$ cat src/rtl/logic_op_arbiter.sv
// rtl/logic_op_arbiter.sv - round-robin arbiter sharing one bitwise logic unit among four requesters
// Each operation runs IDLE -> BUSY -> DONE, giving one completion every three cycles.
module logic_op_arbiter #(
    parameter int WIDTH = 8
) (
    input  logic               clk,
    input  logic               rst_n,
    input  logic [3:0]         req,
    input  logic [11:0]        op_flat,
    input  logic [4*WIDTH-1:0] a_flat,
    input  logic [4*WIDTH-1:0] b_flat,
    output logic [3:0]         grant,
    output logic [3:0]         ack,
    output logic [WIDTH-1:0]   result,
    output logic               result_valid,
    output logic [1:0]         result_id,
    output logic               result_err,
    output logic               busy,
    output logic [15:0]        ops_done
);

    typedef enum logic [1:0] {
        S_IDLE = 2'd0,
        S_BUSY = 2'd1,
        S_DONE = 2'd2
    } state_t;

    state_t r_state;
    state_t w_next;

    logic [1:0]       r_rr_ptr;
    logic [1:0]       r_win;
    logic [2:0]       r_op;
    logic [WIDTH-1:0] r_a;
    logic [WIDTH-1:0] r_b;
    logic [3:0]       r_grant;
    logic [3:0]       r_ack;
    logic [WIDTH-1:0] r_result;
    logic             r_result_valid;
    logic [1:0]       r_result_id;
    logic             r_result_err;
    logic [15:0]      r_ops_done;

    logic [6:0]       w_req_dbl;
    logic [3:0]       w_req_rot;
    logic [1:0]       w_offset;
    logic [1:0]       w_winner;
    logic [3:0]       w_winner_oh;
    logic [2:0]       w_op_arr [4];
    logic [WIDTH-1:0] w_a_arr  [4];
    logic [WIDTH-1:0] w_b_arr  [4];
    logic [WIDTH-1:0] w_alu;
    logic             w_alu_err;

    always_ff @(posedge clk or negedge rst_n) begin
        if (!rst_n) begin
            r_state <= S_IDLE;
        end else begin
            r_state <= w_next;
        end
    end

    always_comb begin
        w_next = r_state;
        case (r_state)
            S_IDLE:  if (|req) w_next = S_BUSY;
            S_BUSY:  w_next = S_DONE;
            S_DONE:  w_next = S_IDLE;
            default: w_next = S_IDLE;
        endcase
    end

    // Rotate requests so that bit 0 is the requester at rr_ptr, then take the first set bit.
    always_comb begin
        w_req_dbl = {req[2:0], req};
        w_req_rot = w_req_dbl[r_rr_ptr +: 4];
        if (w_req_rot[0])      w_offset = 2'd0;
        else if (w_req_rot[1]) w_offset = 2'd1;
        else if (w_req_rot[2]) w_offset = 2'd2;
        else                   w_offset = 2'd3;
        w_winner    = r_rr_ptr + w_offset;
        w_winner_oh = 4'b0001 << w_winner;
    end

    always_comb begin
        for (int i = 0; i < 4; i++) begin
            w_op_arr[i] = op_flat[3*i +: 3];
            w_a_arr[i]  = a_flat[WIDTH*i +: WIDTH];
            w_b_arr[i]  = b_flat[WIDTH*i +: WIDTH];
        end
    end

    always_comb begin
        w_alu     = '0;
        w_alu_err = 1'b0;
        case (r_op)
            3'd0: w_alu = ~r_a;
            3'd1: w_alu = r_a | r_b;
            3'd2: w_alu = r_a & r_b;
            3'd3: w_alu = r_a ^ r_b;
            3'd4: w_alu = ~(r_a ^ r_b);
            3'd5: w_alu = ~(r_a | r_b);
            3'd6: w_alu = ~(r_a & r_b);
            default: begin
                w_alu     = '0;
                w_alu_err = 1'b1;
            end
        endcase
    end

    always_ff @(posedge clk or negedge rst_n) begin
        if (!rst_n) begin
            r_rr_ptr       <= 2'd0;
            r_win          <= 2'd0;
            r_op           <= 3'd0;
            r_a            <= '0;
            r_b            <= '0;
            r_grant        <= 4'd0;
            r_ack          <= 4'd0;
            r_result       <= '0;
            r_result_valid <= 1'b0;
            r_result_id    <= 2'd0;
            r_result_err   <= 1'b0;
            r_ops_done     <= 16'd0;
        end else begin
            case (r_state)
                S_IDLE: begin
                    if (|req) begin
                        r_grant <= w_winner_oh;
                        r_win   <= w_winner;
                        r_op    <= w_op_arr[w_winner];
                        r_a     <= w_a_arr[w_winner];
                        r_b     <= w_b_arr[w_winner];
                    end
                end
                S_BUSY: begin
                    r_result       <= w_alu;
                    r_result_valid <= 1'b1;
                    r_ack          <= r_grant;
                    r_result_id    <= r_win;
                    r_result_err   <= w_alu_err;
                end
                S_DONE: begin
                    r_result_valid <= 1'b0;
                    r_ack          <= 4'd0;
                    r_grant        <= 4'd0;
                    r_result_id    <= 2'd0;
                    r_result_err   <= 1'b0;
                    r_rr_ptr       <= r_win + 2'd1;
                    if (r_ops_done != 16'hFFFF) begin
                        r_ops_done <= r_ops_done + 16'd1;
                    end
                end
                default: begin
                    r_grant <= 4'd0;
                    r_ack   <= 4'd0;
                end
            endcase
        end
    end

    assign grant        = r_grant;
    assign ack          = r_ack;
    assign result       = r_result;
    assign result_valid = r_result_valid;
    assign result_id    = r_result_id;
    assign result_err   = r_result_err;
    assign busy         = (r_state != S_IDLE);
    assign ops_done     = r_ops_done;

endmodule

$ cat config.mk
export PLATFORM = sky130hd
export DESIGN_NAME = logic_op_arbiter
export DESIGN_NICKNAME = d
export VERILOG_FILES = /design/src/rtl/logic_op_arbiter.sv
export SDC_FILE = /design/constraint.sdc
export NUM_CORES = 1
export LEC_CHECK = 0
export CORE_MARGIN = 2
export CORE_UTILIZATION = 40
export CTS_BUF_LIST = sky130_fd_sc_hd__clkbuf_2 sky130_fd_sc_hd__clkbuf_4 sky130_fd_sc_hd__clkbuf_8
export DETAILED_ROUTE_END_ITERATION = 16
export PLACE_DENSITY = 0.73
export SETUP_SLACK_MARGIN = 0.05
export SYNTH_ARGS = -nofsm -noshare
export SYNTH_HDL_FRONTEND = slang
export SYNTH_SLANG_ARGS = --single-unit
$ cat constraint.sdc
create_clock -name clk -period 2.6 [get_ports clk]
set_input_delay 0.52 -clock clk [delete_from_list [all_inputs] [get_ports clk]]
set_output_delay 0.52 -clock clk [all_outputs]
set_load 0.005 [all_outputs]
[Word-level counts from Yosys, hierarchy flattened]
Cells that the tools add are included.
Word-level totals
  bits in registers: 61
  ROM bits: 0
  input port bits: 82
  word-level logic and storage cells: 69
  RAM bits: 0
  latch bits: 0
  output and inout bits: 37
  memories: 0
Cells by class
  equal/unequal tests: 10
  divide/modulo/power cells: 0
  reductions and logical operators: 9
  bitwise logic cells: 9
  mux-type cells: 22
  multipliers: 0
  $add $sub $neg: 3
  order comparisons: 1
  shifts and indexed selects: 2
Operators by type and width (number)
  $pmux 8 s7: 1
  $bmux 8 s2: 2
  $mux 8: 4
  $not 8->8: 4
  $add 16x1->16 const B: 1
  $ne 16x16->1 const B: 1
  $pmux 4 s2: 2
  $eq 3x3->1 const B: 3
  $and 8x8->8: 1
  $or 8x8->8: 1
  $pmux 2 s2: 2
  $xor 8x8->8: 1
  $reduce_or 7->1: 1
  $shiftx 7x3->3: 1
  $bmux 3 s2: 1
  $eq 3x2->1 const B: 2
  $mux 2: 3
  $mux 3: 2
  $reduce_and 2->1: 3
  $mux 4: 1
  $pmux 1 s2: 2
  $reduce_bool 2->1: 2
  $reduce_or 4->1: 1
  $shl 1x2->4 const A: 1
  other kinds (12): 13

[Depth between registers and ports, before layout]
  depth in word-level cells: 9
  depth in mapped cells: 11

[Worst setup path after synthesis]
Ideal clock, no wire load.
  kind: input port to flip-flop
  start: input port req[2]
  end: register r_b[3]
  cell stages on the path: 9
  arrival time: 2.652 ns
  setup time: 0.125 ns
  path slack: -0.177 ns
  cells stage by stage: inv_1 > a21oi_1 > nor2_1 > a311oi_1 > a21oi_1 > ha_1 > clkbuf_1 > mux4_2 > mux2_2
On the way
  longest elaborated chain between the ends: 9
  elaborated cells between the ends (all ways): 11
Ends and longest elaborated chain
  start: declaration: RTL line 8  | input logic [3:0] req,
  $shiftx 7x3->3 (*): RTL line 76  | w_req_rot = w_req_dbl[r_rr_ptr +: 4];
  $mux 1: RTL line 79  | else if (w_req_rot[2]) w_offset = 2'd2;
  $mux 2: RTL line 78  | else if (w_req_rot[1]) w_offset = 2'd1;
  $mux 2 (*): RTL line 77  | if (w_req_rot[0]) w_offset = 2'd0;
  $add 2x2->2 (*): RTL line 81  | w_winner = r_rr_ptr + w_offset;
  net w_winner[0]: RTL line 47  | logic [1:0] w_winner;
  $not 2->3 (not written as such) (*): RTL line 133  | r_b <= w_b_arr[w_winner];
  $bmux 8 s2 (*): RTL line 133
  $mux 8 (not written as such) (*) (2 in series): RTL line 133
  end signal: assignment: RTL line 133
  end: declaration: RTL line 35  | logic [WIDTH-1:0] r_b;
The timed path passes the listed nets; every way through them passes the cells marked *. The select of a mux whose other input is x is not followed.
A chain may end at the register's enable or synchronous reset.

[Worst setup path in the final report]
  start: input port req[2]
  end: register r_op[2]
On the way
  longest elaborated chain between the ends: 9
  elaborated cells between the ends (all ways): 11
Ends and longest elaborated chain
  $shiftx 7x3->3: RTL line 76
  $mux 1: RTL line 79
  $mux 2: RTL line 78
  $mux 2: RTL line 77
  $add 2x2->2: RTL line 81
  $not 2->3 (not written as such): RTL line 131  | r_op <= w_op_arr[w_winner];
  $bmux 3 s2: RTL line 131
  $mux 3 (not written as such) (2 in series): RTL line 131
  end signal: assignment: RTL line 131
  end: declaration: RTL line 33  | logic [2:0] r_op;
Several ways; a longest one is shown, not always the timed one. The select of a mux whose other input is x is not followed.

==> run metrics <==
status=complete, no violations; sequential area share after synthesis=0.398; Worst slew margin=0.511; area of the multi-input gates=2110 µm²; sequential cell area=1530 µm²; NumNets Final=612; via count=3387; Comb pwr share=0.623; placed wire-length estimate=7.42 mm; first-pass GRT wire length=15.4 mm; antenna cells=0; Final ANT Viol Nets=0; Yosys cell types=41; mapped cell area=3830 µm²; period utilization=0.917; root buf cell=clkbuf_8; total of warnings raised by yosys=0; Rows=35; max cap viols=0; Peak VDD IR=0.000737 V; measured slew at the worst slew-check pin=0.734 ns; Initial Util=0.413; Yosys reg bits=61; Initial DRC Count=152; Sw Share=0.396; vias in the first global route=3357; part of the power in registers=0.254; PwrDens=1240 nW/µm²; fin cells=642; Detailed Routing Iterations Pass 1=4; IO Count=119; H-tree levels=3; crit path time final=2.38 ns; critical path startpoint category=input pin; Post-Syn Instances=378; Syn-to-layout area delta=45.1%; core box area=9280 µm²; clk_skew=0.00871 ns; RD Place Congestion=0.842; leakage power=2.48 nW; NetSw=2.74 mW; IO buf count=118; cts bufs inserted=9; share of layout cells above drive strength 1=0.135; initial antenna violation count=0; # fillers=785; clk sinks=61; worst skew pair latency=0.34 ns; Longest Clk Path Bufs=2; DRC=0; Final setup violation count=0; Die Y-Extent=102 µm; Crit Path Class=input pin to flip-flop; most frequent cells in the layout=113 x clkdlybuf4s50_1, 61 x dfrtp_1, 35 x inv_1, 24 x nand2_1, 22 x nor2_1; crit path capture type=flip-flop; die span in x=102 µm; Data arrival, critical path=2.61 ns; syn nets=482; Reg clk slew, reported paths=0.07 ns; Power, Total=6.92 mW; CTS Hold Bufs=0; Hold WC Path Type=input pin to asynchronous set/reset pin; Syn Area/Cell=10.1 µm²; total gr overflow=0; DIE AREA=10400 µm²; unrepaired setup endpoints after global routing=false; wire per inst=15.1 µm; placed insts=623; Vias/cell=5.28; Final Max Slew Viols=0; crit-path max FO=6; CTS tree=yes; total routed wirelength=9.72 mm; total track usage=0.189; fmax=420 MHz; Int Pwr=4.18 mW; commonest non-fill, non-tap cell in the layout=clkdlybuf4s50_1; clock share of power=0.122; Worst EP required=2.83 ns; largest net degree at the start of global routing=32; final hold viol count=0
-- registers in the layout, indices dropped and copies added, names as in the netlist --
name          count
ops_done         16
r_a               8
r_op              3
r_rr_ptr          2
r_win             2
grant             4
result            8
result_id         2
r_state           2
result_valid      1
result_err        1
ack               4
r_b               8
-- power groups by stage --
stage	clock (mW)	sequential [mW]	combinational (mW)
floorplan	0	1.59	2.80
global placement	0	1.75	3.83
detailed placement	0	1.77	3.98
CTS	0.863	1.75	4.13
global route	0.902	1.83	4.71
finish	0.847	1.76	4.31
-- through the flow --
step / instance area, µm² / util / setup TNS, ns / worst slack (ns) / hold slack [ns]
final: 5560 / 0.599 / 0 / 0.217 / 0.231
after CTS: 5490 / 0.592 / 0 / 0.0791 / 0.257
after global placement: 5270 / 0.568 / -6.77 / -0.375 / 0.474
after detailed placement: 5270 / 0.568 / -7.47 / -0.428 / 0.483
after global routing: 5560 / 0.599 / 0 / 0.0649 / 0.282
after floorplan: 3830 / - / 0 / 0.0813 / 0.224
-- synth_stat cells --
library cell,n,share of area
inv_2,1,0.00098
buf_6,1,0.0029
nand3_1,10,0.013
nor3_1,9,0.012
mux2_1,1,0.0029
a311oi_1,4,0.0091
nand4_1,2,0.0033
a31oi_1,2,0.0033
inv_1,35,0.034
nand2b_1,13,0.021
and3_1,7,0.011
nor2b_1,6,0.0098
a221o_1,7,0.018
mux2_2,15,0.044
o21ai_0,11,0.014
a211o_1,3,0.0069
buf_4,2,0.0039
dfrtp_1,61,0.40
and2_1,1,0.0016
o22ai_1,12,0.020
a21o_1,1,0.0020
nand3b_1,3,0.0059
ha_1,22,0.072
nand2_1,24,0.024
o2bb2ai_1,1,0.0023
nor4_1,1,0.0016
a22o_1,8,0.018
clkbuf_1,11,0.011
buf_2,3,0.0039
nor2_1,22,0.022
and4_1,4,0.0091
mux2i_1,18,0.047
xnor2_1,8,0.018
a32o_1,2,0.0052
a21boi_0,2,0.0039
xor2_1,5,0.011
mux4_2,12,0.071
a221oi_1,2,0.0046
a21oi_1,20,0.026
buf_1,3,0.0029
a222oi_1,3,0.0078
-- critical path, cell delays in order --
cell and delay, ns:
dlygate4sd2_1 0.25, buf_4 0.16, mux2_4 0.30, a222oi_1 0.21, buf_4 0.20, xor2_4 0.23
clkbuf_16 0.20, mux4_2 0.28, mux2_2 0.27
-- area by class of cell --
type	count	area share
inverters	36	0.0243
well taps	129	0.0290
clock buffers	9	0.0223
clock inverters	7	0.0133
repair buffers	139	0.256
multi-input cells	261	0.380
flip-flops and latches	61	0.275
-- metal layers --
layer	wire (µm)	global-route usage
met1	4320	0.246
met2	4750	0.316
met3	455	0.0390
met4	199	0.0615
met5	0	0
-- worst paths after layout --
check | startpoint | end | slack, ns | cells past startpoint
max reg2reg | r_rr_ptr[1]$_DFFE_PN0P_ | r_b[4]$_DFFE_PN0P_ | 0.29 | 7
max | req[2] | r_op[2]$_DFFE_PN0P_ | 0.22 | 9
min | rst_n | r_b[4]$_DFFE_PN0P_ | 0.23 | 1
max in group asynchronous | rst_n | r_a[6]$_DFFE_PN0P_ | 1.75 | 2
min in group clk | ops_done[12]$_DFFE_PN0P_ | ops_done[12]$_DFFE_PN0P_ | 0.49 | 1
min reg2reg | ops_done[12]$_DFFE_PN0P_ | ops_done[12]$_DFFE_PN0P_ | 0.49 | 1
-- timing repair --
item | 4_1_cts | 5_1_grt
endpoints found under the setup margin | 17 | 15
gates resized for setup | 3 | 6
buffers inserted | 0 | 1
pin swaps | 3 | 3
gates cloned | 1 | 1
-- kinds of logic (layout without fill, tap and decap cells) --
| logic type | Yosys count | in the layout | synth area share |
|---|---|---|---|
| buffers and inverters | 56 | 191 | 0.0598 |
| muxes | 46 | 46 | 0.165 |
| DFF | 61 | 61 | 0.398 |
| and+or+nand+nor | 102 | 102 | 0.134 |
| xor gates and xnor gates | 13 | 13 | 0.0297 |
| AOI/OAI and AO/OA | 78 | 78 | 0.142 |
| adders and majority gates | 22 | 22 | 0.0718 |
Power figures use the tool's default switching activity.
